## src/rtl/if_stage_pkg.sv

```systemverilog
// Shared fetch/decode definitions: reset vector, NOP encoding, fetch FSM states.
package if_stage_pkg;

  localparam logic [31:0] RESET_PC_DEFAULT = 32'hBFC0_0000;
  localparam logic [31:0] NOP_INST         = 32'h0000_0000;

  typedef enum logic {
    FETCH = 1'b0,
    SKID  = 1'b1
  } if_state_e;

  function automatic logic [31:0] next_word_addr(input logic [31:0] addr);
    return addr + 32'd4;
  endfunction

endpackage

```

## src/rtl/if_stage_skid.sv

```systemverilog
// if_skid_buf: one-entry holding register for a fetched word that decode could not take.
module if_skid_buf
  import if_stage_pkg::*;
(
  input  logic        clk,
  input  logic        rst,
  input  logic        load_i,
  input  logic        clear_i,
  input  logic [31:0] pc_i,
  input  logic [31:0] inst_i,
  output logic        full_o,
  output logic [31:0] pc_o,
  output logic [31:0] inst_o
);

  logic        full_q;
  logic [31:0] pc_q, inst_q;

  always_ff @(posedge clk) begin
    if (rst) begin
      full_q <= 1'b0;
      pc_q   <= 32'h0;
      inst_q <= NOP_INST;
    end else if (load_i) begin
      full_q <= 1'b1;
      pc_q   <= pc_i;
      inst_q <= inst_i;
    end else if (clear_i) begin
      full_q <= 1'b0;
    end
  end

  assign full_o = full_q;
  assign pc_o   = pc_q;
  assign inst_o = inst_q;

endmodule

```

## src/rtl/if_stage.sv

```systemverilog
// if_stage: instruction fetch with one-entry skid buffer and delay-slot branch redirect.
// Build option IF_ADDR_ERR_EN: misaligned redirect targets raise a fetch address error and halt.
module if_stage
  import if_stage_pkg::*;
#(
  parameter logic [31:0] RESET_PC = RESET_PC_DEFAULT
) (
  input  logic        clk,
  input  logic        rst,
  input  logic        stall_i,
  input  logic        branch_flag_i,
  input  logic [31:0] branch_target_i,
  output logic        imem_req_o,
  output logic [31:0] imem_addr_o,
  input  logic        imem_ack_i,
  input  logic [31:0] imem_rdata_i,
  output logic [31:0] pc_o,
  output logic [31:0] inst_o,
  output logic        valid_o,
  output logic        exc_adel_o
);

  if_state_e   state_q;
  logic [31:0] addr_q, pc_q, inst_q, redir_q;
  logic        valid_q, redir_vld_q, halt_q, exc_pend_q, exc_q;

  logic        accept, branch_take, fetch_ack, misal, skid_full;
  logic [31:0] tgt, addr_d, skid_pc, skid_inst;

  assign accept      = !valid_q || !stall_i;
  assign branch_take = valid_q && !stall_i && branch_flag_i;
  assign imem_req_o  = !rst && (state_q == FETCH) && !halt_q;
  assign fetch_ack   = imem_req_o && imem_ack_i;

`ifdef IF_ADDR_ERR_EN
  assign tgt   = branch_target_i;
  assign misal = |addr_d[1:0];
`else
  assign tgt   = branch_target_i & ~32'h3;
  assign misal = 1'b0;
`endif

  // A branch resolved this cycle beats a previously latched redirect, which beats sequential fetch.
  always_comb begin
    addr_d = next_word_addr(addr_q);
    if (branch_take)      addr_d = tgt;
    else if (redir_vld_q) addr_d = redir_q;
  end

  if_skid_buf u_skid (
    .clk     (clk),
    .rst     (rst),
    .load_i  ((state_q == FETCH) && fetch_ack && !accept),
    .clear_i ((state_q == SKID) && !stall_i),
    .pc_i    (addr_q),
    .inst_i  (imem_rdata_i),
    .full_o  (skid_full),
    .pc_o    (skid_pc),
    .inst_o  (skid_inst)
  );

  always_ff @(posedge clk) begin
    if (rst) begin
      state_q     <= FETCH;
      addr_q      <= RESET_PC;
      pc_q        <= 32'h0;
      inst_q      <= NOP_INST;
      valid_q     <= 1'b0;
      redir_q     <= 32'h0;
      redir_vld_q <= 1'b0;
      halt_q      <= 1'b0;
      exc_pend_q  <= 1'b0;
      exc_q       <= 1'b0;
    end else begin
      case (state_q)
        FETCH: begin
          if (halt_q) begin
            // Halted: present the address-error slot once decode can take it, then freeze.
            if (exc_pend_q && accept) begin
              pc_q       <= addr_q;
              inst_q     <= NOP_INST;
              valid_q    <= 1'b1;
              exc_q      <= 1'b1;
              exc_pend_q <= 1'b0;
            end
          end else if (imem_ack_i) begin
            if (accept) begin
              pc_q    <= addr_q;
              inst_q  <= imem_rdata_i;
              valid_q <= 1'b1;
            end else begin
              state_q <= SKID;
            end
            addr_q      <= addr_d;
            redir_vld_q <= 1'b0;
            halt_q      <= misal;
            exc_pend_q  <= misal;
          end else begin
            if (valid_q && !stall_i) begin
              valid_q <= 1'b0;
              inst_q  <= NOP_INST;
            end
            if (branch_take) begin
              redir_q     <= tgt;
              redir_vld_q <= 1'b1;
            end
          end
        end
        SKID: begin
          // The skid entry is the delay slot of any branch resolved here, so redirect at once.
          if (!stall_i && skid_full) begin
            pc_q    <= skid_pc;
            inst_q  <= skid_inst;
            valid_q <= 1'b1;
            state_q <= FETCH;
            if (branch_take) begin
              addr_q     <= addr_d;
              halt_q     <= misal;
              exc_pend_q <= misal;
            end
          end
        end
      endcase
    end
  end

  assign imem_addr_o = addr_q;
  assign pc_o        = pc_q;
  assign inst_o      = inst_q;
  assign valid_o     = valid_q;
  assign exc_adel_o  = exc_q;

endmodule

```

## config.mk

```make
export PLATFORM = sky130hd
export DESIGN_NAME = if_stage
export DESIGN_NICKNAME = d
export VERILOG_FILES = /design/src/rtl/if_stage_pkg.sv /design/src/rtl/if_stage_skid.sv /design/src/rtl/if_stage.sv
export SDC_FILE = /design/constraint.sdc
export NUM_CORES = 1
export LEC_CHECK = 0
export BUFFER_PORTS_ARGS = -buffer_cell sky130_fd_sc_hd__buf_2
export CAP_MARGIN = 30
export CORE_UTILIZATION = 38
export CTS_CLUSTER_DIAMETER = 30
export DETAILED_ROUTE_END_ITERATION = 12
export PLACE_DENSITY_LB_ADDON = 0.2
export SYNTH_ARGS = -nofsm -noshare
export SYNTH_HDL_FRONTEND = slang
export SYNTH_SLANG_ARGS = --single-unit
```

## constraint.sdc

```tcl
create_clock -name clk -period 2.7 [get_ports clk]
set_clock_uncertainty 0.1 [all_clocks]
set_input_delay 0.27 -clock clk [delete_from_list [all_inputs] [get_ports clk]]
set_output_delay 0.27 -clock clk [all_outputs]
set_load 0.1 [all_outputs]
```

* Word-level counts from Yosys, hierarchy flattened
Cells that the tools add are included.
** Word-level totals
- Register bits after elaboration :: 197
- Bits in latches :: 0
- Memory bits (writable) :: 0
- Bits in read-only memories :: 0
- Input bits :: 69
- Output and inout port bits :: 99
- Word-level logic and storage cells :: 96
- Memories :: 0
** Operators by class
- Add/subtract/negate cells :: 1
- $mul :: 0
- Divide/modulo/power cells :: 0
- Magnitude comparators :: 0
- Equality and inequality tests :: 9
- Shift-type cells :: 0
- Mux-type cells :: 44
- Bitwise operators :: 3
- Reduce and logical (&&, ||, !) cells :: 26
** Operator list (count)
- 2-to-1 mux 32 bit :: 17
- case mux 32 bit (2 select lines) :: 3
- adder 32 x 3 -> 32 bit, second input constant :: 1
- 2-to-1 mux 1 bit :: 20
- AND reduction 4 bit :: 5
- logical AND 1 bit :: 10
- case mux 1 bit (2 select lines) :: 4
- != test 3 bit, second input constant :: 2
- AND reduction 3 bit :: 2
- zero test 1 bit :: 5
- != test 2 x 1 -> 1 bit, second input constant :: 2
- != test 2 bit, second input constant :: 2
- != test 4 x 3 -> 1 bit, second input constant :: 1
- != test 4 bit, second input constant :: 1
- nonzero test 2 bit :: 2
- != test 3 x 2 -> 1 bit, second input constant :: 1
- inverter 1 bit :: 3
- AND reduction 2 bit :: 1
- logical OR 1 bit :: 1

* Depth between registers and ports, before layout
- Depth in word-level cells :: 7
- Gate-level depth with buffers :: 9
- Depth with buffers taken out :: 6

* By module
Synthesis repeated with hierarchy kept, for this count alone.
** Unflattened totals
- Cells, all modules :: 989
- Area, all modules :: 8665.8 µm²
** Modules (own cells, without submodules)
- if_stage :: times used 1, cells an instance 779, area an instance 6321.1 µm², sequential area each 2542.4 µm²
- if_skid_buf :: times used 1, cells an instance 210, area an instance 2344.7 µm², sequential area each 1301.2 µm²

* Worst setup path before layout
No wires, ideal clock.
- Path kind :: register to register
- Start point :: register addr_q[5], in the netlist imem_addr_o[5]
- End point :: register addr_q[28], in the netlist imem_addr_o[28]
- Setup time :: 127 ps
- Data arrival time :: 2715 ps
- Data required time :: 2473 ps
- Path slack :: -241 ps
- Cell stages (with the launch flop) :: 8
- Period minus slack after synthesis :: 2941 ps
- Cells stage by stage :: dfxtp_1 -> buf_2 -> nand4_4 -> or3_1 -> buf_6 -> or4_4 -> o31ai_2 -> a22oi_1
** Between the ends
- Longest elaborated chain between the ends :: 6
- Elaborated cells between the ends (all ways) :: 8
- Those cells by class :: 1 x add/sub; 7 x mux
** Ends and longest elaborated chain
- from (decl) :: line if_stage.sv:24 : logic [31:0] addr_q, pc_q, inst_q, redir_q;
- from (signal assigned) :: line if_stage.sv:94 : addr_q <= addr_d;
- from (signal assigned) :: line if_stage.sv:117 : addr_q <= addr_d;
- adder 32 x 3 -> 32 bit * :: line if_stage_pkg.sv:13 : return addr + 32'd4;
- 2-to-1 mux 32 bit * :: line if_stage.sv:47 : else if (redir_vld_q) addr_d = redir_q;
- 2-to-1 mux 32 bit * :: line if_stage.sv:46 : if (branch_take) addr_d = tgt;
- 2-to-1 mux 32 bit, on equally long branches :: line if_stage.sv:116, if_stage.sv:86
- 2-to-1 mux 32 bit, on equally long branches :: line if_stage.sv:111, if_stage.sv:77
- case mux 32 bit (2 select lines) * :: line if_stage.sv:75 : case (state_q)
Every way passes the cells marked *; elsewhere a longest branch is shown, timed or not. The select of a mux whose other input is x is not followed.
A chain may end at the register's enable or synchronous reset.

* Worst setup path after layout
- Start point :: register addr_q[2], in the netlist imem_addr_o[2]
- End point :: register addr_q[28], in the netlist imem_addr_o[28]
The elaborated chain is that of the path after synthesis.

==> results.md <==
- The first detailed-routing pass ran for 5 iterations.
- Setup violations remaining at the end of the flow were counted as 0.
- The ratio of cells with drive above 1 in the final layout is 0.2067.
- For hold timing, the worst endpoint is redir_q[17].
- The startpoint of the most critical register-to-register path is imem_addr_o[2].
- The post-synthesis instance area is 8518 µm².
- For this run, the post-layout net count is 1320.
- In this run, the number of DRC markers left after iteration 0 of detailed routing was 618.
- The number of violations of the max-capacitance limit is 0.
- The global-route wire length before repair is 38.61 mm.
- The master cell of the clock root buffer is sky130_fd_sc_hd__clkbuf_16.
- Routability-driven placement finished with a final weighted congestion of 0.8498.
- The leakage power is 4.149 nW.
- In the synthesized netlist, the number of instances is 1080.
- The largest buffer count on any clock path is 2.
- The worst min-delay path class is input port to register.
- The antenna violation net count after detailed routing is 0.
- The all-layer global routing usage is 0.2168.
- The post-route minimum period is 2.289 ns.
- The initial utilization of the core area, before any placement, comes to 0.3891.
- The flow ran to the end, and the final reports show no timing, DRC or antenna violations.
- In this run the most critical hold path is launched from branch_target_i[17].
- The layout-stage area growth over the synthesis result is 27.06%.
- The placed instances occupy a cell area of 9605 µm².
- The horizontal extent of the die is 151.7 µm.
- The peak supply drop is 0.3943 mV.
- In this run the power density over the cells is 678.5 nW/µm².
- The hold violation total from the final report is 0.
- The deepest level of the CTS H-tree is 4.
- For the pin with the worst max-slew slack, the measured transition is 0.6259 ns.
- The count of flip-flops with a built-in enable after synthesis is 0.
- Summing all multi-input logic gate instances after layout gives 4295 µm².
- The final global-route overflow total is 0.
- The final critical-path share of the clock period is 0.8477.
- Leaving out fill and tap cells, the most frequent cell in the layout is sky130_fd_sc_hd__nand2_1.
- Summed over all instances, the cell type with the most area after synthesis is sky130_fd_sc_hd__dfxtp_1.
- Synthesis inferred 188 register bits.
- The total clock buffers created by CTS is 17.
- The top achievable clock speed is 0.4369 GHz.
- The commonest register cell after synthesis is sky130_fd_sc_hd__dfxtp_1.
- The core area is 21890 µm².
- The sequential cells in the finished layout cover a total of 3786 µm².
- Entering global routing, the biggest net connects 63 pins.
- In the routed design, unresolved DRC markers number 0.
- Along the worst hold path, the cell count comes to 3.
- After clock tree synthesis, the setup repair step added 0 buffers.
- The category of the worst setup path launch point is a register.
- The endpoint identified for the worst register-to-register timing path is imem_addr_o[28].
- Buffers inserted to repair hold after CTS numbered 59.
- In this run the worst path has a maximum fanout of 8.
- The final-report max-slew violation count was 0.
- After detailed routing, the average wire length per cell comes to 16.24 µm.
- Row generation in the floorplan step produced 54 rows.
- TritonCTS built the clock tree.
- Yosys mapped the design onto 62 distinct sky130hd cell types.
- Ranked by total cell area, the synthesized netlist is headed by sky130_fd_sc_hd__dfxtp_1 44%, sky130_fd_sc_hd__nand2_1 9.6%, sky130_fd_sc_hd__a21oi_1 9.0%.
- STA classifies the critical path endpoint as a register.
- The number of cells on the worst reg-to-reg path is 6.
- The minimum setup slack among reg-to-reg paths is 0.41 ns.
- Setup repair after global routing left no endpoint under its margin.
- The post-synthesis average cell area is 7.887 µm².
- The library cells used most frequently in the layout, excluding fill and tap cells, are 218 x sky130_fd_sc_hd__nand2_1, 172 x sky130_fd_sc_hd__dfxtp_1, 159 x sky130_fd_sc_hd__buf_2.
- The share of the Yosys chip area taken by registers is 0.4418.
- The via count of the first global-routing pass is 6896.
- The final wirelength is 25.07 mm.
- The total clock sinks is 188.
- The worst-case hold slack is 0.02773 ns.
- In this run the count of I/O pins placed on the die edge is 168.
- Counting flops with an async set or reset pin after synthesis yields a share of 0.
- The finished layout cell area is 10820 µm².
- For the worst setup path, the data arrival time is 2.51 ns.
- Yosys printed 0 warnings.
- Detailed placement ended at an HPWL of 16.16 mm.
- The y dimension of the die is 151.7 µm.
- The share of synthesized area in the top cell type comes to 0.4418.
- Buffers placed on the I/O ports in this run total 160.
- The number of gates resized after CTS was 0.
- The number of antenna violations at the first check in global routing is 1.
- Counting the fill cells in the layout gives 2197.
- The clock-pin slew reported for the worst setup and hold paths after clock tree synthesis is 0.08 ns.
- The later-pin clock latency in the skew report is 0.44 ns.
- The core occupancy in the finished layout is 0.4944.
- In the final timing run, aggregate negative setup slack is 0 ns.
- The post-detailed-route via-to-cell ratio is 5.264.
- The routed layout has 8128 vias.
- For the worst setup path, the data required time is 2.92 ns.
- The setup path with the least slack is of type register to register.
- The area of the die is 23020 µm².
- The worst slew margin relative to its limit is 0.5828.
[routing by layer]
layer  track usage  routed length, µm  up-vias
met5             0                 13        -
li1              -                  -     4123
met4       0.05149                223        2
met2        0.3205              11280      216
met3       0.03533               1235       16
met1        0.3243              12320     3771
[worst max-delay path, stage by stage (launching register included)]
cell and delay [ns]:
sky130_fd_sc_hd__dfxtp_2 0.34, sky130_fd_sc_hd__ha_1 0.25, sky130_fd_sc_hd__nand3_1 0.13, sky130_fd_sc_hd__or3_1 0.48
sky130_fd_sc_hd__or4_4 0.56, sky130_fd_sc_hd__o31ai_2 0.18, sky130_fd_sc_hd__a22oi_1 0.11
[final cells by class]
cell class	count	share of cell area
multi-input cells	777	0.3969
clock buffers	17	0.03931
diodes	1	0.0002312
clock inverters	15	0.01838
repair buffers	253	0.1585
flip-flops and latches	188	0.3498
inverters	13	0.004509
well taps	280	0.03237
[through the flow]
stage | instances | power (mW) | setup WS (ns)
finish | 1544 | 7.343 | 0.4112
global placement | 1452 | 4.669 | 0.4550
global route | 1543 | 7.620 | 0.3141
floorplan | 1084 | 4.332 | 0.01440
CTS | 1543 | 7.401 | 0.4316
detailed placement | 1452 | 4.679 | 0.4385
[worst max path at each step]
stage | from | end | slack (ns) | cells past startpoint
global placement | imem_addr_o[2] | imem_addr_o[28] | 0.46 | 6
floorplan | imem_addr_o[22] | imem_addr_o[28] | 0.01 | 5
CTS | imem_addr_o[2] | imem_addr_o[28] | 0.43 | 6
finish | imem_addr_o[2] | imem_addr_o[28] | 0.41 | 6
global route | imem_addr_o[10] | imem_addr_o[28] | 0.31 | 5
detailed placement | imem_addr_o[2] | imem_addr_o[28] | 0.44 | 6
[Yosys cell counts (10+ instances only)]
cell type                  count
sky130_fd_sc_hd__a211oi_1     69
sky130_fd_sc_hd__a21oi_1     154
sky130_fd_sc_hd__and3_1       40
sky130_fd_sc_hd__buf_2        13
sky130_fd_sc_hd__clkbuf_1     75
sky130_fd_sc_hd__dfxtp_1     188
sky130_fd_sc_hd__inv_1        13
sky130_fd_sc_hd__mux2i_1      38
sky130_fd_sc_hd__nand2_1     218
sky130_fd_sc_hd__nand3_1      23
sky130_fd_sc_hd__nand4_1      11
sky130_fd_sc_hd__nor2_1       86
sky130_fd_sc_hd__nor3_1       14
sky130_fd_sc_hd__nor4_1       10
sky130_fd_sc_hd__o21ai_0      14
sky130_fd_sc_hd__xnor2_1      13
[registers in the layout, summed over array words and instances (netlist names), 30 cells and up]
name,cells
imem_addr_o,30
inst_o,32
pc_o,30
redir_q,30
u_skid.inst_o,32
u_skid.pc_o,30
[report_power, final]
| part | internal (mW) | switching [mW] | leakage [nW] | total (mW) |
|---|---|---|---|---|
| Combinational | 0.382 | 1.28 | 2.31 | 1.66 |
| Clock | 1.42 | 1.24 | 0.300 | 2.66 |
| Sequential | 2.91 | 0.109 | 1.54 | 3.02 |
[cell families (layout without fill, tap and decap cells)]
group	after synthesis	in the layout	synth area share
and+or+nand+nor	425	425	0.2228
xor gates and xnor gates	16	16	0.01645
buffers and inverters	119	298	0.06184
other	1	6	0.0004402
adders and majority gates	1	1	0.001469
DFF	188	188	0.4418
muxes	39	39	0.04597
AOI/OAI and AO/OA	291	291	0.2092
Power figures use the tool's default switching activity.
